$ cat src/rtl/uart_rx_if.sv
// Receive-side result bus of uart_rx: the received byte, its one-cycle
// valid strobe and the per-frame error flags.
interface uart_rx_if;
  logic [7:0] DOUT;
  logic       DOUT_VLD;
  logic       FRAME_ERROR;
  logic       PARITY_ERROR;

  modport master (
    output DOUT,
    output DOUT_VLD,
    output FRAME_ERROR,
    output PARITY_ERROR
  );

  modport slave (
    input DOUT,
    input DOUT_VLD,
    input FRAME_ERROR,
    input PARITY_ERROR
  );
endinterface

$ cat src/rtl/uart_rx.sv
// 16x-oversampling UART receiver: 8 data bits LSB-first, optional parity bit,
// one stop bit; results are published on a uart_rx_if bus.
module uart_rx #(
  parameter string PARITY_BIT = "none"
) (
  input  logic      CLK,
  input  logic      RST,
  input  logic      UART_CLK_EN,
  input  logic      UART_RXD,
  uart_rx_if.master rx_if
);

  typedef enum logic [2:0] {
    IDLE      = 3'd0,
    STARTBIT  = 3'd1,
    DATABITS  = 3'd2,
    PARITYBIT = 3'd3,
    STOPBIT   = 3'd4
  } state_t;

  localparam bit HAS_PARITY = (PARITY_BIT != "none");

  function automatic logic parity_expected(input logic [7:0] data);
    logic p;
    if (PARITY_BIT == "even") begin
      p = ^data;
    end else if (PARITY_BIT == "odd") begin
      p = ~^data;
    end else if (PARITY_BIT == "mark") begin
      p = 1'b1;
    end else begin
      p = 1'b0;
    end
    return p;
  endfunction

  state_t     state_q;
  logic [3:0] os_cnt_q;
  logic [2:0] bit_cnt_q;
  logic [7:0] shift_q;
  logic       par_mis_q;
  logic [7:0] dout_q;
  logic       vld_q;
  logic       ferr_q;
  logic       perr_q;

  logic       rxd_meta_q;
  logic       rxd_sync_q;
  logic       rxd_prev_q;

  logic       fall_d;
  logic       sample_d;
  logic       boundary_d;
  logic [3:0] os_cnt_d;

  assign fall_d     = rxd_prev_q & ~rxd_sync_q;
  assign sample_d   = UART_CLK_EN && (os_cnt_q == 4'd7);
  assign boundary_d = UART_CLK_EN && (os_cnt_q == 4'd15);
  assign os_cnt_d   = os_cnt_q + 4'd1;

  // Two-flop synchronizer plus a delayed copy for falling-edge detection.
  always_ff @(posedge CLK) begin
    if (RST) begin
      rxd_meta_q <= 1'b1;
      rxd_sync_q <= 1'b1;
      rxd_prev_q <= 1'b1;
    end else begin
      rxd_meta_q <= UART_RXD;
      rxd_sync_q <= rxd_meta_q;
      rxd_prev_q <= rxd_sync_q;
    end
  end

  // Frame FSM with oversample/bit counters and registered result outputs.
  always_ff @(posedge CLK) begin
    if (RST) begin
      state_q   <= IDLE;
      os_cnt_q  <= 4'd0;
      bit_cnt_q <= 3'd0;
      shift_q   <= 8'h00;
      par_mis_q <= 1'b0;
      dout_q    <= 8'h00;
      vld_q     <= 1'b0;
      ferr_q    <= 1'b0;
      perr_q    <= 1'b0;
    end else begin
      vld_q  <= 1'b0;
      ferr_q <= 1'b0;
      perr_q <= 1'b0;
      case (state_q)
        IDLE: begin
          if (fall_d) begin
            state_q   <= STARTBIT;
            os_cnt_q  <= 4'd0;
            bit_cnt_q <= 3'd0;
            par_mis_q <= 1'b0;
          end
        end
        STARTBIT: begin
          if (UART_CLK_EN) begin
            os_cnt_q <= os_cnt_d;
          end
          // A start bit that is high again at mid-bit was only a glitch.
          if (sample_d && rxd_sync_q) begin
            state_q <= IDLE;
          end else if (boundary_d) begin
            state_q <= DATABITS;
          end
        end
        DATABITS: begin
          if (UART_CLK_EN) begin
            os_cnt_q <= os_cnt_d;
          end
          if (sample_d) begin
            shift_q <= {rxd_sync_q, shift_q[7:1]};
          end
          if (boundary_d) begin
            bit_cnt_q <= bit_cnt_q + 3'd1;
            if (bit_cnt_q == 3'd7) begin
              state_q <= HAS_PARITY ? PARITYBIT : STOPBIT;
            end
          end
        end
        PARITYBIT: begin
          if (UART_CLK_EN) begin
            os_cnt_q <= os_cnt_d;
          end
          if (sample_d) begin
            par_mis_q <= (rxd_sync_q != parity_expected(shift_q));
          end
          if (boundary_d) begin
            state_q <= STOPBIT;
          end
        end
        STOPBIT: begin
          if (UART_CLK_EN) begin
            os_cnt_q <= os_cnt_d;
          end
          // Leaving at mid stop bit leaves time to catch a back-to-back start.
          if (sample_d) begin
            dout_q  <= shift_q;
            ferr_q  <= ~rxd_sync_q;
            perr_q  <= HAS_PARITY ? par_mis_q : 1'b0;
            vld_q   <= 1'b1;
            state_q <= IDLE;
          end
        end
        default: begin
          state_q <= IDLE;
        end
      endcase
    end
  end

  assign rx_if.DOUT         = dout_q;
  assign rx_if.DOUT_VLD     = vld_q;
  assign rx_if.FRAME_ERROR  = ferr_q;
  assign rx_if.PARITY_ERROR = perr_q;

endmodule

$ cat src/flat_wrapper.sv
// flat-port wrapper written by rule: the top's interface ports become plain ports
module uart_rx_flat 
#(
  parameter string PARITY_BIT = "    "
)
  (CLK, RST, UART_CLK_EN, UART_RXD, rx_if_DOUT, rx_if_DOUT_VLD, rx_if_FRAME_ERROR, rx_if_PARITY_ERROR);
  uart_rx_if rx_if_i ();
  input  logic CLK;
  input  logic RST;
  input  logic UART_CLK_EN;
  input  logic UART_RXD;
  output wire logic [$bits(rx_if_i.DOUT)-1:0] rx_if_DOUT;
  output wire logic [$bits(rx_if_i.DOUT_VLD)-1:0] rx_if_DOUT_VLD;
  output wire logic [$bits(rx_if_i.FRAME_ERROR)-1:0] rx_if_FRAME_ERROR;
  output wire logic [$bits(rx_if_i.PARITY_ERROR)-1:0] rx_if_PARITY_ERROR;
  assign rx_if_DOUT = rx_if_i.DOUT;
  assign rx_if_DOUT_VLD = rx_if_i.DOUT_VLD;
  assign rx_if_FRAME_ERROR = rx_if_i.FRAME_ERROR;
  assign rx_if_PARITY_ERROR = rx_if_i.PARITY_ERROR;
  uart_rx #(.PARITY_BIT(PARITY_BIT)) u_core (.CLK(CLK), .RST(RST), .UART_CLK_EN(UART_CLK_EN), .UART_RXD(UART_RXD), .rx_if(rx_if_i));
endmodule
$ cat config.mk
export PLATFORM = sky130hd
export DESIGN_NAME = uart_rx_flat
export DESIGN_NICKNAME = d
export VERILOG_FILES = /design/src/rtl/uart_rx_if.sv /design/src/rtl/uart_rx.sv /design/src/flat_wrapper.sv
export SDC_FILE = /design/constraint.sdc
export NUM_CORES = 1
export LEC_CHECK = 0
export ABC_AREA = 1
export CAP_MARGIN = 10
export CORE_MARGIN = 1
export CORE_UTILIZATION = 30
export DETAILED_ROUTE_END_ITERATION = 6
export GPL_TIMING_DRIVEN = 1
export PLACE_DENSITY = 0.54
export SETUP_SLACK_MARGIN = 0.15
export SLEW_MARGIN = 15
export SYNTH_ARGS = -nofsm -noshare
export SYNTH_HDL_FRONTEND = slang
export SYNTH_SLANG_ARGS = --single-unit
$ cat constraint.sdc
create_clock -name CLK -period 1.5 [get_ports CLK]
set_clock_uncertainty 0.15 [all_clocks]
set_input_delay 0.15 -clock CLK [delete_from_list [all_inputs] [get_ports CLK]]
set_output_delay 0.15 -clock CLK [all_outputs]
set_load 0.05 [all_outputs]
==> results.txt <==
----------------------------------------------------
[Yosys]
  Average cell area after synthesis ... 7.495 um2
  Flop and latch count out of synthesis ... 33
  Ys Warns ... 0
  Sequential fraction of the synthesis area ... 43.42%
  Post-synth design cell area ... 0.001521 mm2
  Mapped Nets ... 210
  Gate Count Post-Synth ... 203
  Number of library cell types mapped by synthesis ... 31

[Critical path]
  Crit-path cells ... ha_4, inv_2, nor2_4, nand3_2, nand2_1, nand2_1, nand2_2, o21ai_2, nand2_1, inv_1
  Critical path class ... register to register
  Critical path required time ... 1.53 ns
  Kind of cell adding the most delay to the critical path ... simple AND/OR/NAND/NOR gates
  CP dominant cell by count ... sky130_fd_sc_hd__nand2_1
  Critical path endpoint category ... register
  Type of element launching the critical path ... register
  Worst-path cell with the longest stage delay ... sky130_fd_sc_hd__dfxtp_2
  Max incr delay on CP ... 0.36 ns
  Biggest fanout along the worst timing path ... 5
  CP arrival ... 1.50 ns
  Crit path buf inv count ... 2

[Layout]
  Antenna fix cells ... 0
  Utilization after layout ... 46.82%
  Layout cells sized above 1 ... 39.32%
  Reg area ... 681.9 um2
  Fillcell total ... 464
  Nets ... 240
  Area of the multi-input gates ... 899.6 um2
  Area growth from synthesis to final layout ... 47.29%

[Floorplanning]
  Placeable core region ... 0.004786 mm2
  Boundary pin count ... 15
  Total Die Area ... 0.005360 mm2
  Initial core utilization ... 31.79%
  Die width ... 73.22 um
  Count of standard-cell rows ... 25
  Floorplan die height ... 73.22 um

[Job]
  Max capacitance violation total ... 0

[Global route]
  Total overflow reported by the global router ... 0
  Overall global routing resource usage ... 14.56%
  Initial antenna violation count ... 0
  Number of global-route vias before repair ... 1219
  Global-route wire length before repair ... 5685 um
  Largest net degree at the start of global routing ... 24

[CTS]
  Root buffer selected by CTS ... sky130_fd_sc_hd__clkbuf_8
  Clock Tree Buf Depth ... 2
  Clock tree sinks ... 33
  Clock transition at the register clock pins on the worst setup and hold paths after CTS ... 0.06 ns
  CTS tree ... built
  Number of hold buffers added after cts ... 0
  Clock latency of the later-clocked register in the worst-skew pair ... 0.29 ns
  Number of buffers created by CTS ... 5
  Number of H-tree levels ... 2

[Pwr]
  Max IR drop VDD ... 0.7073 mV
  Power density relative to cell area ... 1768 mW/mm2
  PnR Total Power ... 3.962 mW
  P_leak ... 0.9269 nW

[STA]
  Tmin final ... 1.478 ns
  Total of endpoints with negative setup slack in the final report ... 0
  Final worst-path cycle share ... 98.50%
  Headroom to the max-slew limit ... 75.40%
  Number of max-slew violations in the final report ... 0
  Worst Tran Pin Value ... 0.3682 ns
  Final TNS setup ... 0 ns
  Final hold vios ... 0
  Unrepaired setup endpoints after global routing ... yes
  Maximum operating frequency ... 0.6768 GHz

[Route]
  Post-detailed-route wirelength per cell ... 11.36 um
  Number of remaining DRC errors ... 0
  DRT antenna net count ... 0
  First-pass iteration count of the detailed router ... 4
  Number of vias per cell after detailed routing ... 4.439
  Total via count in the routed design ... 1336
  Routed Wire Length ... 3418 um
  Detailed router's first-iteration violation count ... 92

[Place]
  Routability congestion estimate from global placement ... 0.7747
  Port Buf Inserts ... 14
  Sum of net half-perimeters after detailed placement ... 2146 um

[Worst hold path]
  Worst min-delay path class ... register to register

[Run status]
  Result of the run ... complete, no violations

----------------------------------------------------
==> per-layer routing <==
metal / wire, um / GRT usage (%) / vias up / part of all wire, %
met5: 0 / 0 / - / 0
met4: 72 / 7.190 / 0 / 2.1
met3: 120 / 4.972 / 8 / 3.5
met2: 1645 / 24.07 / 17 / 48
met1: 1580 / 16.68 / 607 / 46
li1: - / - / 704 / -
==> area by class of cell <==
cell class / instances / area share [%]
inverters: 20 / 4.858
flip-flops and latches: 33 / 30.43
well taps: 67 / 3.741
clock inverters: 1 / 1.340
repair buffers: 28 / 15.63
clock buffers: 7 / 3.853
multi-input cells: 145 / 40.15
==> final timing paths <==
| kind | cells after the start | end | from | slack (ns) |
|---|---|---|---|---|
| worst max register to register | 10 | u_core.state_q[0]$_SDFFE_PP0P_ | u_core.os_cnt_q[1]$_SDFFE_PP0P_ | 0.02 |
| worst max-delay path | 10 | u_core.state_q[0]$_SDFFE_PP0P_ | u_core.os_cnt_q[1]$_SDFFE_PP0P_ | 0.02 |
| worst min register to register | 1 | u_core.rxd_sync_q$_SDFF_PP1_ | u_core.rxd_meta_q$_SDFF_PP1_ | 0.27 |
| worst min-delay path | 1 | u_core.rxd_sync_q$_SDFF_PP1_ | u_core.rxd_meta_q$_SDFF_PP1_ | 0.27 |
==> power by group <==
group / internal (mW) / total, mW / switching (mW)
sequential: 1.02 / 1.17 / 0.155
combinational: 0.777 / 1.93 / 1.15
clock: 0.541 / 0.860 / 0.319
total: 2.33 / 3.96 / 1.63
==> cell usage in the layout (no fill, tap or decap), types with 2 or more instances in the layout <==
cell and n:
sky130_fd_sc_hd__nand4_1 2, sky130_fd_sc_hd__nand2_4 6, sky130_fd_sc_hd__nand3_1 7, sky130_fd_sc_hd__inv_2 4, sky130_fd_sc_hd__nor2_4 4, sky130_fd_sc_hd__dfxtp_2 5
sky130_fd_sc_hd__or2_2 2, sky130_fd_sc_hd__clkbuf_8 6, sky130_fd_sc_hd__nor2_1 45, sky130_fd_sc_hd__nand3_4 4, sky130_fd_sc_hd__dfxtp_4 4, sky130_fd_sc_hd__buf_12 10
sky130_fd_sc_hd__a21oi_2 2, sky130_fd_sc_hd__nand2_1 26, sky130_fd_sc_hd__clkdlybuf4s50_1 3, sky130_fd_sc_hd__o21ai_1 14, sky130_fd_sc_hd__buf_6 2, sky130_fd_sc_hd__inv_8 2
sky130_fd_sc_hd__o21ai_0 3, sky130_fd_sc_hd__buf_4 13, sky130_fd_sc_hd__ha_4 3, sky130_fd_sc_hd__inv_4 2, sky130_fd_sc_hd__nor2_2 3, sky130_fd_sc_hd__dfxtp_1 24
sky130_fd_sc_hd__nand3_2 4, sky130_fd_sc_hd__a21oi_1 4, sky130_fd_sc_hd__inv_1 9, sky130_fd_sc_hd__nand2_2 8
==> metrics by stage <==
stage	instances	setup slack, ns	hold slack (ns)	cell area [um2]
after floorplan	203	0.1130	0.1038	1550
after global placement	286	-0.2862	0.2444	1892
after detailed placement	286	-0.2907	0.2554	1892
after CTS	300	0.04934	0.2729	2141
after global routing	301	-0.08216	0.2706	2241
final	301	0.02247	0.2695	2241
==> sequential cells by signal, indices dropped and copies added (netlist names) <==
| register | count |
|---|---|
| u_core.rxd_sync_q | 1 |
| u_core.bit_cnt_q | 3 |
| u_core.rx_if.DOUT | 8 |
| u_core.rx_if.DOUT_VLD | 1 |
| u_core.par_mis_q | 1 |
| u_core.rxd_meta_q | 1 |
| u_core.rx_if.PARITY_ERROR | 1 |
| u_core.rxd_prev_q | 1 |
| u_core.state_q | 3 |
| u_core.os_cnt_q | 4 |
| u_core.rx_if.FRAME_ERROR | 1 |
| u_core.shift_q | 8 |
==> worst reg2reg max path, stage by stage (launching register included) <==
cell,delay (ns)
sky130_fd_sc_hd__dfxtp_2,0.36
sky130_fd_sc_hd__ha_4,0.16
sky130_fd_sc_hd__inv_2,0.05
sky130_fd_sc_hd__nor2_4,0.09
sky130_fd_sc_hd__nand3_2,0.10
sky130_fd_sc_hd__nand2_1,0.08
sky130_fd_sc_hd__nand2_1,0.06
sky130_fd_sc_hd__nand2_2,0.13
sky130_fd_sc_hd__o21ai_2,0.07
sky130_fd_sc_hd__nand2_1,0.07
sky130_fd_sc_hd__inv_1,0.06
==> logic make-up after synthesis <==
family	Yosys count	share of synthesized area, %
compound gates	26	9.704
xor+xnor	1	0.5758
fa+ha+maj	3	2.467
buf+inv	25	6.907
flops	33	43.42
simple gates	115	36.92
==> what timing repair did <==
| item | CTS | global route |
|---|---|---|
| pin swaps | 16 | 8 |
| gates resized for setup | 25 | 30 |
| cloned | 0 | 0 |
| buffers inserted | 6 | 1 |
| endpoints found under the setup margin | 30 | 31 |
==> cells in the mapped netlist <==
master                      n  area share [%]
sky130_fd_sc_hd__nand2_2    2            0.82
sky130_fd_sc_hd__o21ai_1   13             4.3
sky130_fd_sc_hd__a21oi_2    2             1.2
sky130_fd_sc_hd__nand3b_1   1            0.49
sky130_fd_sc_hd__nor2_4     2             1.5
sky130_fd_sc_hd__nor3b_2    1            0.82
sky130_fd_sc_hd__nand2_1   35             8.6
sky130_fd_sc_hd__inv_2      6             1.5
sky130_fd_sc_hd__a21oi_1    4             1.3
sky130_fd_sc_hd__nor2_1    48              12
sky130_fd_sc_hd__nand4_1    2            0.82
sky130_fd_sc_hd__dfxtp_1   33              43
sky130_fd_sc_hd__ha_1       3             2.5
sky130_fd_sc_hd__buf_2      3            0.99
sky130_fd_sc_hd__xor2_1     1            0.58
sky130_fd_sc_hd__nand3_1   12             3.9
sky130_fd_sc_hd__nor2_8     1             1.3
sky130_fd_sc_hd__buf_4      1            0.49
sky130_fd_sc_hd__nor2_2     2            0.82
sky130_fd_sc_hd__nand3_4    1             1.2
sky130_fd_sc_hd__a211oi_2   1            0.82
sky130_fd_sc_hd__clkinv_2   1            0.33
sky130_fd_sc_hd__or2_2      2            0.82
sky130_fd_sc_hd__or2_0      1            0.41
sky130_fd_sc_hd__nand2_4    3             2.2
sky130_fd_sc_hd__clkbuf_1   1            0.25
sky130_fd_sc_hd__inv_4      1            0.41
sky130_fd_sc_hd__inv_1     12             3.0
sky130_fd_sc_hd__nand3_2    2             1.3
sky130_fd_sc_hd__o211ai_1   1            0.49
sky130_fd_sc_hd__o21ai_0    5             1.6
Power figures use the tool's default switching activity.
